File: config.mk
export PLATFORM = sky130hd
export DESIGN_NAME = register_file_16x16
export DESIGN_NICKNAME = d
export VERILOG_FILES = /design/src/rtl/register_file_pkg.sv /design/src/rtl/register_file_read_port.sv /design/src/rtl/register_file_16x16.sv
export SDC_FILE = /design/constraint.sdc
export NUM_CORES = 1
export LEC_CHECK = 0
export ABC_AREA = 1
export CAP_MARGIN = 5
export CORE_MARGIN = 3
export CORE_UTILIZATION = 36
export DETAILED_ROUTE_END_ITERATION = 10
export PLACE_DENSITY = 0.53
export RECOVER_POWER = 50
export REMOVE_ABC_BUFFERS = 1
export SKIP_LAST_GASP = 1
export SLEW_MARGIN = 40
export SYNTH_ARGS = -nofsm -noshare
export SYNTH_HDL_FRONTEND = slang
export SYNTH_HIERARCHICAL = 1
export SYNTH_SLANG_ARGS = --single-unit
File: constraint.sdc
create_clock -name clk -period 2.8 [get_ports clk]
set_clock_uncertainty 0.15 [all_clocks]
set_input_delay 0.7 -clock clk [delete_from_list [all_inputs] [get_ports clk]]
set_output_delay 0.7 -clock clk [all_outputs]
set_load 0.02 [all_outputs]
File: src/rtl/register_file_pkg.sv
// Shared widths and types for the 16x16 register file and its read ports.
// No logic here; 0 latency; no backpressure.
package register_file_pkg;

    localparam int DATA_W = 16;
    localparam int DEPTH  = 16;
    localparam int ADDR_W = $clog2(DEPTH);

    typedef logic [DATA_W-1:0] word_t;
    typedef logic [ADDR_W-1:0] addr_t;
    typedef word_t [DEPTH-1:0] mem_t;

endpackage

File: src/rtl/register_file_read_port.sv
// One read port: 16:1 word mux feeding an async-cleared output register.
// 1-cycle latency from address to data_o; loads only when en_i, otherwise holds.
module register_file_read_port
    import register_file_pkg::*;
(
    input  logic              clk,
    input  logic              reset_n,
    input  logic              en_i,
    input  logic [ADDR_W-1:0] addr_i,
    input  mem_t              mem_i,
    output logic [DATA_W-1:0] data_o
);

    word_t data_q;
    word_t data_d;

    always_comb begin
        data_d = data_q;
        if (en_i) begin
            data_d = mem_i[addr_i];
        end
    end

    always_ff @(posedge clk or negedge reset_n) begin
        if (!reset_n) begin
            data_q <= '0;
        end else begin
            data_q <= data_d;
        end
    end

    assign data_o = data_q;

endmodule

File: src/rtl/register_file_16x16.sv
// 16x16 register file, one write port and two registered read ports, mode-multiplexed.
// Write visible next cycle; read latency 1 cycle; no backpressure, every cycle accepted.
module register_file_16x16
    import register_file_pkg::*;
(
    input  logic              clk,
    input  logic              reset_n,
    input  logic              write_read_enable,
    input  logic [ADDR_W-1:0] write_add,
    input  logic [DATA_W-1:0] write_val,
    input  logic [ADDR_W-1:0] read_1_add,
    input  logic [ADDR_W-1:0] read_2_add,
    output logic [DATA_W-1:0] read_1_val,
    output logic [DATA_W-1:0] read_2_val
);

    mem_t  mem_q;
    mem_t  mem_d;
    logic  rd_en;

    // Mode 0 writes, mode 1 reads; the two never share a cycle.
    assign rd_en = write_read_enable;

    always_comb begin
        mem_d = mem_q;
        if (!write_read_enable) begin
            mem_d[write_add] = write_val;
        end
    end

    always_ff @(posedge clk or negedge reset_n) begin
        if (!reset_n) begin
            mem_q <= '0;
        end else begin
            mem_q <= mem_d;
        end
    end

    register_file_read_port u_rd_port_1 (
        .clk     (clk),
        .reset_n (reset_n),
        .en_i    (rd_en),
        .addr_i  (read_1_add),
        .mem_i   (mem_q),
        .data_o  (read_1_val)
    );

    register_file_read_port u_rd_port_2 (
        .clk     (clk),
        .reset_n (reset_n),
        .en_i    (rd_en),
        .addr_i  (read_2_add),
        .mem_i   (mem_q),
        .data_o  (read_2_val)
    );

endmodule

-- Word level (Yosys, flattened, before mapping)
Cells that the tools add are included.
- register bits: 288
- output and inout port bits: 32
- latch bits: 0
- RAM bits: 0
- memories: 0
- word-level logic and storage cells: 30
- input port bits: 31
- memory bits (read-only): 0
- order comparisons: 4
- div/mod/pow operators: 0
- equality and inequality tests: 0
- reduce and logical (&&, ||, !) cells: 1
- $mul: 0
- add/sub/neg operators: 0
- bitwise gates (word level): 0
- muxes and demuxes: 7
- shifts and indexed selects: 0
- operators with widths (operator ; number):
    bitwise mux 256 bit ; 1
    binary-select mux 16 bit (select 4 bit) ; 2
    demux 16 bit (select 4 bit) ; 1
    2-to-1 mux 16 bit ; 3
    < comparator 4 x 5 -> 1 bit, second input constant ; 3
    >= comparator 4 x 1 -> 1 bit, second input constant ; 1
    logical AND 1 bit ; 1

-- Logic depth before layout (Yosys ltp)
- depth after elaboration: 5
- mapped depth: 11
- gate-level depth less buffers: 9

-- Hierarchy
The synthesis kept the hierarchy.
- by module, submodules not included (module ; times used ; seq. area each (µm²) ; area each (µm²) ; cells each):
    register_file_16x16 ; 1 ; 6406.1 ; 10341.2 ; 1172
    register_file_read_port ; 2 ; 400.4 ; 3236.9 ; 651

-- Worst setup path after synthesis
No wires, ideal clock.
- kind: input -> register
- start: in write_add[0]
- end: reg mem_q[64] (netlist bit)
- arrival time: 1655 ps
- cell stages on the path: 6
- path buffers: 3
- setup time: 66 ps
- data required time: 2584 ps
- setup slack: 929 ps
- cell sequence: buf_2 > nor2_2 > buf_2 > buf_1 > nand4_1 > nand2_1
- longest elaborated chain between the ends: 5
- elaborated cells between the ends (all ways): 6
- classes of those cells: 2 x order compare; 3 x mux; 1 x reduce/logical
- RTL lines (what ; line ; text):
    from (decl) ; register_file_16x16.sv:9 ; input logic [ADDR_W-1:0] write_add,
    < comparator 4 x 5 -> 1 bit (not written as such) or >= comparator 4 x 1 -> 1 bit (tied branches) ; register_file_16x16.sv:27 ; mem_d[write_add] = write_val;
    logical AND 1 bit (not written as such) ; register_file_16x16.sv:27 ;
    2-to-1 mux 16 bit (not written as such) ; register_file_16x16.sv:27 ;
    demux 16 bit (select 4 bit) (*) ; register_file_16x16.sv:27 ;
    bitwise mux 256 bit (*) ; register_file_16x16.sv:27 ;
    to (signal assigned) ; register_file_16x16.sv:35 ; mem_q <= mem_d;
    to (decl) ; register_file_16x16.sv:17 ; mem_t mem_q;
Mark *: on every way between the ends. The rest lies on a longest branch, timed or not.
A chain may end at the register's enable or synchronous reset.

-- Worst setup path in the final report
- start: in read_2_add[0]
- end: reg u_rd_port_2.data_q[5] (netlist: u_rd_port_2/data_o[5])
- longest elaborated chain between the ends: 2
- RTL lines (what ; line ; text):
    from (decl) ; register_file_16x16.sv:12 ; input logic [ADDR_W-1:0] read_2_add,
    binary-select mux 16 bit (select 4 bit) ; register_file_read_port.sv:20 ; data_d = mem_i[addr_i];
    2-to-1 mux 16 bit (not written as such) ; register_file_read_port.sv:20 ;
    to (signal assigned) ; register_file_read_port.sv:28 ; data_q <= data_d;
    to (decl) ; register_file_read_port.sv:14 ; word_t data_q;
No other way between the ends. The select of a mux whose other input is x is not followed.

==> results.json <==
{
  "slew_headroom": -0.0258,
  "yosysWarnings": 6,
  "die_w_um": 222,
  "diodes": 0,
  "postSynthAreaPerCell_um2": 6.80,
  "gp_congestion": 0.858,
  "clk_latency_ps": 550,
  "antenna_found_initial": 0,
  "ys_types": 14,
  "power_mw": 13.3,
  "die_h_um": 222,
  "drive_gt1_frac": 0.0762,
  "syn_inst": 2474,
  "synthMuxAreaShare": 0,
  "grt_pass1_vias": 16600,
  "cts_root_buffer": "clkbuf_16",
  "cts.sinks": 288,
  "critPathLaunchType": "primary input",
  "cts_tree": "done",
  "setup-tns-final_ps": 0,
  "yosysTopAreaCell": "dfrtp_1",
  "worst_setup_path_end_kind": "register",
  "rsz0062_at_grt": "no",
  "synth-seq-cells": 288,
  "wl_per_cell_um": 23.0,
  "fin_crit_sh": 0.941,
  "cts_buffers": 37,
  "synthTopCellsByCount": "nand2_1 (1,349), nand3_1 (465), dfrtp_1 (288), nand4_1 (128), buf_2 (63)",
  "worstPathArrival_ps": 2970,
  "synth_top_family_by_area": "simple AND/OR/NAND/NOR gates",
  "netlist_top_cells_area": "dfrtp_1 (43%), nand2_1 (30%), nand3_1 (14%)",
  "synth_compound_area_frac": 0,
  "num_rows": 78,
  "drt-total-wl_um": 71000,
  "io_pins": 63,
  "grt_usage": 0.281,
  "h-tree-depth": 2,
  "dieArea_mm2": 0.0493,
  "synth_most_common_cell": "nand2_1",
  "ir_drop_v": 0.000399,
  "ctsResizeCount": 0,
  "grt_pass1_wl_um": 106000,
  "final_cell_count_no_fill": 3092,
  "yosys.area_share.simple": 0.491,
  "synthXorXnorAreaFrac": 0,
  "drc_errors": 0,
  "synth_seq_area_share": 0.429,
  "grt_max_degree": 87,
  "hold_viol_final": 0,
  "worstMarginPinSlew_ps": 1540,
  "slew_violations": 63,
  "vias_per_cell": 5.65,
  "synthArstFlopShare": 1.00,
  "status": "finished, violations left",
  "synthAdderAreaFrac": 0,
  "final_nets": 2499,
  "antenna_left": 0,
  "place_hpwl_um": 40400,
  "required_ps": 3140,
  "fin_ws_ps": 167,
  "fmax_mhz": 380,
  "mappedNetlistArea_mm2": 0.0168,
  "hold_path_class": "register to register",
  "dp_slack_ps": 302,
  "placedCellCount": 3028,
  "num_vias": 17500,
  "worstPathMaxFanout": 62,
  "violations": "max-capacitance violations, max-slew violations",
  "initial_core_util": 0.367,
  "cts_max_path_buffers": 3,
  "criticalPathCategory": "primary input to register",
  "whs_ps": 333,
  "synth_edf_count": 0,
  "cts_setup_buffers": 0,
  "initialDrtViolationCount": 2006,
  "power_leakage_nw": 9.73,
  "core_area_mm2": 0.0458,
  "clk_pin_slew_ps": 50,
  "netlist.area_leader.share": 0.429,
  "setup_viol": 0,
  "grt-ovfl-total": 0,
  "ctsHoldBuffers": 1,
  "max_cap_viol_count": 1,
  "dr.pass1.iters": 7,
  "p_per_area_mw_per_mm2": 695,
  "period_minus_slack_ps": 2630,
  "port_buffers": 62,
  "area_growth_pct": 13.4,
  "synthFlopType": "dfrtp_1"
}
-- power breakdown --
group | internal, mW | switching, mW | total (mW) | leakage [nW]
Combinational | 1.02 | 1.82 | 2.84 | 5.48
Clock | 2.82 | 1.93 | 4.75 | 0.586
Sequential | 5.00 | 0.663 | 5.66 | 3.66
Total | 8.84 | 4.41 | 13.3 | 9.73
-- through the flow --
step	instance area, um^2	utilization
final	19100	0.416
after global routing	19100	0.416
after detailed placement	18000	0.392
after CTS	19200	0.418
after global placement	18000	0.392
after floorplan	15500	-
-- final timing paths --
path | startpoint | endpoint | slack, ps | cells after the start
worst max-delay path | read_2_add[0] | u_rd_port_2/data_o[5]$_DFFE_PN0P_ | 170 | 11
worst min-delay path | u_rd_port_2/data_o[15]$_DFFE_PN0P_ | u_rd_port_2/data_o[15]$_DFFE_PN0P_ | 330 | 2
worst max register to register | mem_q[245]$_DFFE_PN0P_ | u_rd_port_2/data_o[5]$_DFFE_PN0P_ | 1350 | 8
worst min register to register | u_rd_port_2/data_o[15]$_DFFE_PN0P_ | u_rd_port_2/data_o[15]$_DFFE_PN0P_ | 330 | 2
max in group asynchronous | reset_n | mem_q[158]$_DFFE_PN0P_ | 420 | 3
min in group asynchronous | reset_n | u_rd_port_2/data_o[7]$_DFFE_PN0P_ | 550 | 2
-- state kept, by name, summed over array words and instances (netlist names) --
register,count
u_rd_port_2/data_o,16
mem_q,256
u_rd_port_1/data_o,16
-- layout make-up --
cell class / count / area (um^2)
clock buffer: 50 / 1060
clock inverter: 13 / 121
timing repair buffer: 171 / 1580
tap: 600 / 751
inverter: 17 / 68.8
fill: 4737 / 26700
sequential: 288 / 7210
multi-input combinational: 1953 / 8280
-- per-layer routing --
metal | vias up | part of all wire | global-route usage
li1 | 7975 | - | -
met1 | 8393 | 0.41 | 0.384
met2 | 917 | 0.45 | 0.439
met3 | 199 | 0.093 | 0.0426
met4 | 0 | 0.050 | 0.134
met5 | - | 0 | 0
-- critical path, cell delays in order --
cell,delay (ps)
buf_4,150
inv_4,70
buf_2,1130
nand2_1,130
nand3_1,170
nand3_1,80
nand2_1,110
nand2_1,60
nand2_1,70
nand2_1,160
nand2_1,110
-- placed cells by master (no fill, tap or decap), types with 4 or more instances in the layout --
cell / Yosys / final
clkdlybuf4s50_1: 0 / 53
nor2_4: 2 / 5
clkbuf_16: 0 / 39
dfrtp_1: 288 / 288
clkbuf_8: 0 / 4
nand3_1: 465 / 465
clkbuf_1: 58 / 10
inv_1: 7 / 4
clkinv_2: 0 / 9
buf_12: 0 / 15
buf_2: 63 / 7
nand2_1: 1349 / 1349
inv_2: 10 / 10
nand4_1: 128 / 128
buf_4: 13 / 85
-- cell families (layout without fill, tap and decap cells) --
kind of cell / after synthesis / in the layout
buf+inv: 233 / 251
flops: 288 / 288
simple gates: 1953 / 1953
(Power assumes the default switching activity.)
